**config.mk**
```make
export PLATFORM = sky130hd
export DESIGN_NAME = debounce_multi
export DESIGN_NICKNAME = d
export VERILOG_FILES = /design/src/rtl/debounce_pkg.sv /design/src/rtl/debounce_channel.sv /design/src/rtl/debounce_multi.sv
export SDC_FILE = /design/constraint.sdc
export NUM_CORES = 1
export LEC_CHECK = 0
export ABC_AREA = 0
export CAP_MARGIN = 20
export CELL_PAD_IN_SITES_DETAIL_PLACEMENT = 0
export CELL_PAD_IN_SITES_GLOBAL_PLACEMENT = 1
export CORE_ASPECT_RATIO = 1.1
export CORE_UTILIZATION = 39
export CTS_CLUSTER_DIAMETER = 80
export CTS_CLUSTER_SIZE = 8
export DETAILED_ROUTE_END_ITERATION = 10
export PLACE_DENSITY = 0.76
export SLEW_MARGIN = 20
export SYNTH_ARGS = -nofsm -noshare
export SYNTH_HDL_FRONTEND = slang
export SYNTH_SLANG_ARGS = --single-unit
```
**constraint.sdc**
```tcl
create_clock -name clk -period 1.8 [get_ports clk]
set_input_delay 0.36 -clock clk [delete_from_list [all_inputs] [get_ports clk]]
set_output_delay 0.36 -clock clk [all_outputs]
set_load 0.03 [all_outputs]
```
**src/rtl/debounce_pkg.sv**
```systemverilog
// Shared types and defaults for the debounce block family.
package debounce_pkg;

  typedef enum logic {
    DB_MODE_LOCKOUT,
    DB_MODE_SYMMETRIC
  } mode_e;

  localparam int DB_DEFAULT_DELAY = 50;
  localparam int DB_DEFAULT_SYNC  = 2;

endpackage

```
**src/rtl/debounce_channel.sv**
```systemverilog
// One debounced input: synchroniser, window counter, mode logic and edge detect.
//
// Lockout mode phases are encoded directly in cnt:
//   phase | meaning
//   IDLE  | cnt == 0, output low, waiting for s to go high
//   HOLD  | 0 < cnt < DELAY_CYCLES, output high, input ignored
//   DONE  | cnt == DELAY_CYCLES, output high until s drops
//
// Symmetric mode keeps its own level register; cnt counts consecutive
// cycles where the synchronised input disagrees with that level.
module debounce_channel
  import debounce_pkg::*;
#(
  parameter int    DELAY_CYCLES = DB_DEFAULT_DELAY,
  parameter int    SYNC_STAGES  = DB_DEFAULT_SYNC,
  parameter mode_e MODE         = DB_MODE_LOCKOUT
) (
  input  logic clk,
  input  logic rst,
  input  logic bouncy,
  output logic stable,
  output logic rise,
  output logic fall
);

  localparam int CW = $clog2(DELAY_CYCLES + 1);
  localparam logic [CW-1:0] CNT_ONE = CW'(1);

  if (DELAY_CYCLES < 2) begin : g_bad_delay
    $error("debounce_channel: DELAY_CYCLES must be >= 2");
  end
  if (SYNC_STAGES < 2) begin : g_bad_sync
    $error("debounce_channel: SYNC_STAGES must be >= 2");
  end

  logic [SYNC_STAGES-1:0] sync_q;
  logic                   s;
  logic [CW-1:0]          cnt;
  logic                   stable_d;

  // Plain flop chain on the raw input; nothing between stages.
  always_ff @(posedge clk) begin
    if (rst) sync_q <= '0;
    else     sync_q <= {sync_q[SYNC_STAGES-2:0], bouncy};
  end

  assign s = sync_q[SYNC_STAGES-1];

  if (MODE == DB_MODE_LOCKOUT) begin : g_lockout
    localparam logic [CW-1:0] CNT_MAX = CW'(DELAY_CYCLES);

    // Trigger on the first high sample, run out the hold window, then
    // saturate until the input is seen low.
    always_ff @(posedge clk) begin
      if (rst) begin
        cnt <= '0;
      end else if (cnt == '0) begin
        if (s) cnt <= CNT_ONE;
      end else if (cnt != CNT_MAX) begin
        cnt <= cnt + CNT_ONE;
      end else if (!s) begin
        cnt <= '0;
      end
    end

    assign stable = (cnt != '0);
  end else begin : g_symmetric
    localparam logic [CW-1:0] CNT_LAST = CW'(DELAY_CYCLES - 1);
    logic level_q;

    // Accept a new level only after a full window of disagreement;
    // any agreeing sample throws the partial count away.
    always_ff @(posedge clk) begin
      if (rst) begin
        cnt     <= '0;
        level_q <= 1'b0;
      end else if (s == level_q) begin
        cnt <= '0;
      end else if (cnt == CNT_LAST) begin
        level_q <= s;
        cnt     <= '0;
      end else begin
        cnt <= cnt + CNT_ONE;
      end
    end

    assign stable = level_q;
  end

  // Delayed copy for edge detection; cleared with everything else so a
  // reset never produces a fall pulse.
  always_ff @(posedge clk) begin
    if (rst) stable_d <= 1'b0;
    else     stable_d <= stable;
  end

  assign rise = stable & ~stable_d;
  assign fall = ~stable & stable_d;

endmodule

```
**src/rtl/debounce_multi.sv**
```systemverilog
// Array of independent debounced inputs sharing one clock and reset.
module debounce_multi
  import debounce_pkg::*;
#(
  parameter int    CHANNELS     = 4,
  parameter int    DELAY_CYCLES = DB_DEFAULT_DELAY,
  parameter int    SYNC_STAGES  = DB_DEFAULT_SYNC,
  parameter mode_e MODE         = DB_MODE_LOCKOUT
) (
  input  logic                clk,
  input  logic                rst,
  input  logic [CHANNELS-1:0] bouncy,
  output logic [CHANNELS-1:0] stable,
  output logic [CHANNELS-1:0] rise,
  output logic [CHANNELS-1:0] fall
);

  if (CHANNELS < 1) begin : g_bad_channels
    $error("debounce_multi: CHANNELS must be >= 1");
  end

  // One self-contained debouncer per bit; no shared state between channels.
  for (genvar i = 0; i < CHANNELS; i++) begin : g_ch
    debounce_channel #(
      .DELAY_CYCLES (DELAY_CYCLES),
      .SYNC_STAGES  (SYNC_STAGES),
      .MODE         (MODE)
    ) u_ch (
      .clk    (clk),
      .rst    (rst),
      .bouncy (bouncy[i]),
      .stable (stable[i]),
      .rise   (rise[i]),
      .fall   (fall[i])
    );
  end

endmodule

```
==> impl_metrics.tcl, run 1 <==
set metrics [dict create \
    grt_use_total 0.166 \
    timing_worst_setup_path_type "flop to output port" \
    ys_warn_count 0 \
    grt_start_max_net_pins 20 \
    setup.worst_path.end_class "output port" \
    yosys_register_bits 36 \
    dp_worst_setup_slack_ns -0.268 \
    r2r_cell_count 8 \
    first_iter_violations 62 \
    wire_length_of_the_first_global_routing_pass_um 6210 \
    timing.rr.start "g_ch[0].u_ch.cnt[0]$_SDFFE_PP0P_" \
    max_freq_mhz 500 \
    yosys-top-cells-area "sky130_fd_sc_hd__dfxtp_1 39%, sky130_fd_sc_hd__ha_1 8.2%, sky130_fd_sc_hd__buf_4 4.9%, sky130_fd_sc_hd__nor2_1 4.5%, sky130_fd_sc_hd__nand3_1 4.1%" \
    crit_path_slowest_cell "sky130_fd_sc_hd__or3b_4" \
    worst_hold_path.endpoint "g_ch[0].u_ch.sync_q[1]$_SDFF_PP0_" \
    cp_num_cells 6 \
    worstPathMaxFanout 4 \
    initial_core_util 0.416 \
    p_per_area_nw_per_um2 1450 \
    clockPowerShare 0.172 \
    post_synth_instance_area_sq_um 1830 \
    die_height_um 73.9 \
    cts_buffer_depth 2 \
    ir_drop_v 0.000735 \
    worst_hold_stages 1 \
    crit_required_ns 1.44 \
    cp_launch_type "flop" \
    most_frequent_cells_in_the_layout "35 x sky130_fd_sc_hd__buf_4, 29 x sky130_fd_sc_hd__dfxtp_1, 19 x sky130_fd_sc_hd__nor2_1" \
    hp-start "g_ch[0].u_ch.sync_q[0]$_SDFF_PP0_" \
    synth_top_area_share 0.393 \
    cts_max_level 2 \
    design_area_sq_um 2490 \
    intPower_w 0.00227 \
    dieWidth_um 67.4 \
    numPortBuffers 17 \
    synth-edff-count 0 \
    hp-class "flop to flop" \
    hold-worst-slack_ns 0.442 \
    relSlewSlack 0.674 \
    critical-path-top-delay-family "simple AND/OR/NAND/NOR gates" \
    post_dp_hpwl_um 2500 \
    ctsHoldBuffers 0 \
    cts_tree "yes" \
    rsz0062_at_grt "yes" \
    violations "negative setup slack" \
    place_area_sq_um 2140 \
    p_seq_frac 0.275 \
    leading_cell_type_in_the_layout_fill_and_taps_excluded "sky130_fd_sc_hd__buf_4" \
    cts_made_buffers 5 \
    p_switching_w 0.00133 \
    total_of_endpoints_with_negative_setup_slack_in_the_final_report 5 \
    viasPerCell 5.07 \
    layout.filler_cells 388 \
    drt_first_pass_iters 4 \
    route.final.wire_length_um 3870 \
    detail-route-antenna-nets 0 \
    design.portCount 18 \
    layout_area_growth_over_synthesis_pct 35.7 \
    fin_worst_skew_ns 0.00413 \
    swShare 0.370 \
    placementRows 25 \
    total_leakage_power_nw 1.08 \
    design.final.nets 268 \
    routed_wirelength_normalized_by_instance_count_um 12.7 \
    grt_antenna_before_repair 0 \
    first_global_vias 1388 \
    worstPathArrival_ns 1.64 \
    rrSetupSlack_ns 0.09 \
    vias 1542 \
    grt_overflow_total 0 \
    final_layout_size_suffix_gt1_frac 0.384 \
    detail_route.drc_violations 0 \
    worstPathBufferInverterCount 2 \
    timing.rr.end "g_ch[0].u_ch.cnt[1]$_SDFFE_PP0P_" \
    floorplan.core_area_sq_um 4410 \
    critical_path.cell_chain "inv_2 -> ha_1 -> or3b_4 -> nor3_4 -> and2_4 -> buf_6" \
    clock_root_cell "sky130_fd_sc_hd__clkbuf_8" \
    combinationalPowerShare 0.554 \
    fin_ws_ns -0.199 \
    clock_latency_ns 0.28 \
    cts_clk_pin_slew_worst_paths_ns 0.07 \
    layout_min_cycle_time_ns 2.00 \
    syn_area_per_cell_sq_um 8.86 \
    final_min_period_over_clock_period 1.11 \
    insertedDiodeCount 0 \
    timing.final.max_slew_violations 0 \
    yosysTopAreaCell "sky130_fd_sc_hd__dfxtp_1" \
    drv.max_cap_violation_count 0 \
    status "finished with violations" \
    yosysUniqueCellTypes 35 \
    number_of_hold_slack_violations_in_the_final_timing_report 0 \
    final_core_util 0.564 \
    syn-instance-count 207 \
    fp.dieArea_sq_um 4980 \
    critical-path-max-stage-delay_ns 0.38 \
    predominant_post_synthesis_flop_cell "sky130_fd_sc_hd__dfxtp_1" \
    syn_nets 225 \
    tightestPinTransition_ns 0.484 \
    place.gp.congestion 0.803 \
    synth-seq-area-share 0.393 \
    synth-async-reset-ratio 0 \
    clock_sink_count 36 \
]
## worst max-delay path by stage
stage | to | start
after floorplan | fall[0] | g_ch[0].u_ch.cnt[0]$_SDFFE_PP0P_
after global placement | stable[2] | g_ch[2].u_ch.cnt[0]$_SDFFE_PP0P_
after detailed placement | stable[2] | g_ch[2].u_ch.cnt[0]$_SDFFE_PP0P_
after CTS | fall[0] | g_ch[0].u_ch.cnt[0]$_SDFFE_PP0P_
after global routing | fall[0] | g_ch[0].u_ch.cnt[0]$_SDFFE_PP0P_
final | fall[0] | g_ch[0].u_ch.cnt[0]$_SDFFE_PP0P_
## Yosys cell counts, types with 3 or more instances
library cell and number:
sky130_fd_sc_hd__inv_1 13, sky130_fd_sc_hd__xor2_1 8, sky130_fd_sc_hd__a311oi_1 3, sky130_fd_sc_hd__nand2_1 10, sky130_fd_sc_hd__nor2b_1 8, sky130_fd_sc_hd__a21oi_1 6
sky130_fd_sc_hd__ha_1 12, sky130_fd_sc_hd__a32o_1 3, sky130_fd_sc_hd__nor3b_1 3, sky130_fd_sc_hd__buf_4 12, sky130_fd_sc_hd__nand3_1 15, sky130_fd_sc_hd__nor3_1 4
sky130_fd_sc_hd__o22ai_1 4, sky130_fd_sc_hd__o21ai_0 7, sky130_fd_sc_hd__and3_1 11, sky130_fd_sc_hd__xnor2_1 7, sky130_fd_sc_hd__nor2_1 22, sky130_fd_sc_hd__dfxtp_1 36
sky130_fd_sc_hd__a22oi_1 3, sky130_fd_sc_hd__and2_1 3
## flip-flops by register name (all words and copies together) (netlist names)
name	flops
g_ch.u_ch.cnt	24
g_ch.u_ch.stable_d	4
g_ch.u_ch.sync_q	8
## what timing repair did
action                     in CTS  in global routing
resized for setup              42                 35
setup buffers                   8                  7
setup endpoints to repair      12                 19
pin swaps                       6                  6
## routing by layer
metal	vias up	share of wire	global-route usage	wire, um
met1	730	0.45	0.209	1740
met5	-	0	0	0
met4	0	0.011	0.0496	44
met3	4	0.031	0.0373	122
li1	784	-	-	-
met2	24	0.51	0.280	1970
## power groups by stage
stage	sequential (W)	clock (W)	combinational, W
floorplan	0.00100	0	0.00106
global placement	0.000967	0	0.00151
detailed placement	0.000969	0	0.00151
CTS	0.000968	0.000638	0.00173
global route	0.00100	0.000671	0.00216
finish	0.000988	0.000617	0.00199
## metrics by stage
step	power [W]	TNS [ns]	instances
after floorplan	0.00206	0	207
after global placement	0.00248	-0.728	286
after detailed placement	0.00248	-0.786	286
after CTS	0.00333	-0.751	300
after global routing	0.00384	-0.915	304
final	0.00360	-0.511	304
## kinds of logic (layout without fill, tap and decap cells)
group | count (synthesis) | count (layout) | synth area share
xor gates and xnor gates | 15 | 15 | 0.0716
adders and majority gates | 12 | 12 | 0.0819
buffers and inverters | 31 | 74 | 0.0975
and+or+nand+nor | 82 | 82 | 0.238
AOI/OAI and AO/OA | 31 | 31 | 0.118
DFF | 36 | 36 | 0.393
## layout make-up
cell class / instances / area [sq um] / area share
clock buffer: 7 / 96.3 / 0.0387
timing repair buffer: 53 / 477 / 0.192
sequential: 36 / 729 / 0.293
inverter: 14 / 55.1 / 0.0221
multi-input combinational: 140 / 1060 / 0.427
tap: 54 / 67.6 / 0.0271
Power figures use the tool's default switching activity.
==> run 2: changes to the inputs <==
--- a/config.mk
+++ b/config.mk
@@ -14,6 +14,7 @@
 export CTS_CLUSTER_DIAMETER = 80
 export CTS_CLUSTER_SIZE = 8
 export DETAILED_ROUTE_END_ITERATION = 10
+export MAX_ROUTING_LAYER = met4
 export PLACE_DENSITY = 0.76
 export SLEW_MARGIN = 20
 export SYNTH_ARGS = -nofsm -noshare
==> run 2 against run 1 <==
  * Critical endpoint unchanged
  * The flow still finishes with violations (negative setup slack)
  * Maximum frequency hardly changed
  * Largest power group unchanged
  * Sequential power about the same
  * Sequential share of layout area is the same
  * Wire length barely moved
  * Critical path depth is the same
  * Hold slack hardly changed
  * Via count did not move
  * Global-route usage is 0.53 points higher
  * Design area unchanged
  * Count of clock-buffer cells in the layout did not move
==> impl_metrics.tcl, run 2 (synthesized netlist as in run 1, its figures left out) <==
set metrics [dict create \
    leading_cell_type_in_the_layout_fill_and_taps_excluded "sky130_fd_sc_hd__buf_4" \
    cp_launch_type "flop" \
    insertedDiodeCount 0 \
    timing.rr.start "g_ch[0].u_ch.cnt[0]$_SDFFE_PP0P_" \
    total_leakage_power_nw 1.08 \
    cts_buffer_depth 2 \
    p_per_area_nw_per_um2 1450 \
    clock_latency_ns 0.28 \
    initial_core_util 0.416 \
    layout_area_growth_over_synthesis_pct 35.7 \
    final_min_period_over_clock_period 1.11 \
    cts_tree "yes" \
    clock_sink_count 36 \
    place_inst 286 \
    design.final.nets 268 \
    grt_antenna_before_repair 0 \
    fin_ws_ns -0.198 \
    clock_root_cell "sky130_fd_sc_hd__clkbuf_8" \
    critical-path-top-delay-family "simple AND/OR/NAND/NOR gates" \
    relSlewSlack 0.674 \
    crit_path_start "g_ch[0].u_ch.cnt[0]$_SDFFE_PP0P_" \
    finalPower_w 0.00360 \
    detail-route-antenna-nets 0 \
    rrSetupSlack_ns 0.09 \
    violations "negative setup slack" \
    dp_worst_setup_slack_ns -0.268 \
    timing.rr.end "g_ch[0].u_ch.cnt[1]$_SDFFE_PP0P_" \
    total_of_endpoints_with_negative_setup_slack_in_the_final_report 5 \
    multi_input_area_sq_um 1060 \
    number_of_hold_slack_violations_in_the_final_timing_report 0 \
    max_freq_mhz 500 \
    hold-worst-slack_ns 0.442 \
    viasPerCell 5.07 \
    placementRows 25 \
    design.portCount 18 \
    numPortBuffers 17 \
    critical_path.cell_chain "inv_2 -> ha_1 -> or3b_4 -> nor3_4 -> and2_4 -> buf_6" \
    worstPathBufferInverterCount 2 \
    cts_clk_pin_slew_worst_paths_ns 0.07 \
    final-seq-area_sq_um 729 \
    worst_hold_stages 1 \
    routed_wirelength_normalized_by_instance_count_um 12.7 \
    place.gp.congestion 0.814 \
    worstPathMaxFanout 4 \
    ctsHoldBuffers 0 \
    dieWidth_um 67.4 \
    timing.final.max_slew_violations 0 \
    cts_max_level 2 \
    setup.worst_path.end_class "output port" \
    fin_worst_skew_ns 0.00458 \
    worst_hold_path.endpoint "g_ch[0].u_ch.sync_q[1]$_SDFF_PP0_" \
    layout.filler_cells 388 \
    cts_made_buffers 5 \
    vias 1542 \
    route.final.wire_length_um 3870 \
    post_dp_hpwl_um 2500 \
    r2r_cell_count 8 \
    crit_required_ns 1.44 \
    final_layout_size_suffix_gt1_frac 0.384 \
    worstPathArrival_ns 1.64 \
    first_global_vias 1389 \
    drv.max_cap_violation_count 0 \
    top_regs "g_ch.u_ch.cnt (24), g_ch.u_ch.sync_q (8), g_ch.u_ch.stable_d (4)" \
    largest_reg_flops 24 \
    critical-path-max-stage-delay_ns 0.38 \
    grt_use_total 0.171 \
    wire_length_of_the_first_global_routing_pass_um 6200 \
    crit_path_slowest_cell "sky130_fd_sc_hd__or3b_4" \
    grt_start_max_net_pins 20 \
    registers.top_by_ff_count "g_ch.u_ch.cnt" \
    hp-class "flop to flop" \
    most_frequent_cells_in_the_layout "35 x sky130_fd_sc_hd__buf_4, 29 x sky130_fd_sc_hd__dfxtp_1, 19 x sky130_fd_sc_hd__nor2_1" \
    hp-start "g_ch[0].u_ch.sync_q[0]$_SDFF_PP0_" \
    status "finished with violations" \
    timing_worst_setup_path_type "flop to output port" \
    first_iter_violations 62 \
    rsz0062_at_grt "yes" \
    drt_first_pass_iters 4 \
    layout_min_cycle_time_ns 2.00 \
    floorplan.core_area_sq_um 4410 \
    die_height_um 73.9 \
    tightestPinTransition_ns 0.484 \
    grt_overflow_total 0 \
    fp.dieArea_sq_um 4980 \
    finalNonFillerCells 304 \
    ir_drop_v 0.000737 \
    detail_route.drc_violations 0 \
]
-- run 2: cell counts in the layout (fill, tap and decap cells not counted) --
Identical to the previous run, type by type.
-- run 2: cell type report --
| type | count | share of cell area |
|---|---|---|
| Clock buffer | 7 | 0.0387 |
| Sequential cell | 36 | 0.293 |
| Inverter | 14 | 0.0221 |
| Timing Repair Buffer | 53 | 0.192 |
| Tap cell | 54 | 0.0271 |
| Multi-Input combinational cell | 140 | 0.427 |
-- run 2: worst register-to-register path: stages, from the launching register on --
cell and delay (ns):
sky130_fd_sc_hd__dfxtp_2 0.33, sky130_fd_sc_hd__inv_2 0.05, sky130_fd_sc_hd__ha_1 0.13, sky130_fd_sc_hd__or3b_4 0.38
sky130_fd_sc_hd__nor3_4 0.18, sky130_fd_sc_hd__inv_2 0.07, sky130_fd_sc_hd__buf_6 0.14, sky130_fd_sc_hd__o21a_1 0.17
sky130_fd_sc_hd__o32ai_2 0.18
-- run 2: routing by layer --
metal / up-vias / global-route usage / share of wire
met1: 730 / 0.209 / 0.45
li1: 784 / - / -
met4: 0 / 0.0496 / 0.0098
met5: - / - / 0
met2: 24 / 0.280 / 0.51
met3: 4 / 0.0373 / 0.032
-- run 2: power breakdown --
part	leakage (nW)	switching, W	internal [W]
clock network	0.0503	0.000276	0.000341
registers	0.296	0.0000726	0.000916
logic	0.731	0.000981	0.00101
-- run 2: worst max path at each step --
stage | end | slack (ns) | cells after the start
detailed placement | stable[2] | -0.27 | 7
finish | fall[0] | -0.20 | 6
CTS | fall[0] | -0.21 | 6
global placement | stable[2] | -0.25 | 7
floorplan | fall[0] | 0.06 | 6
global route | fall[0] | -0.29 | 6
-- run 2: stage by stage --
stage	utilization	TNS [ns]	cell area, sq um
after floorplan	-	0	1830
after global placement	0.484	-0.728	2140
after detailed placement	0.484	-0.786	2140
after CTS	0.536	-0.751	2360
after global routing	0.564	-0.914	2490
final	0.564	-0.509	2490
-- run 2: repair_timing --
item,4_1_cts,5_1_grt
pin swaps,6,6
resized for setup,42,35
endpoints found under the setup margin,12,19
setup buffers,8,7
gates cloned,0,0
hold endpoints to repair,0,0
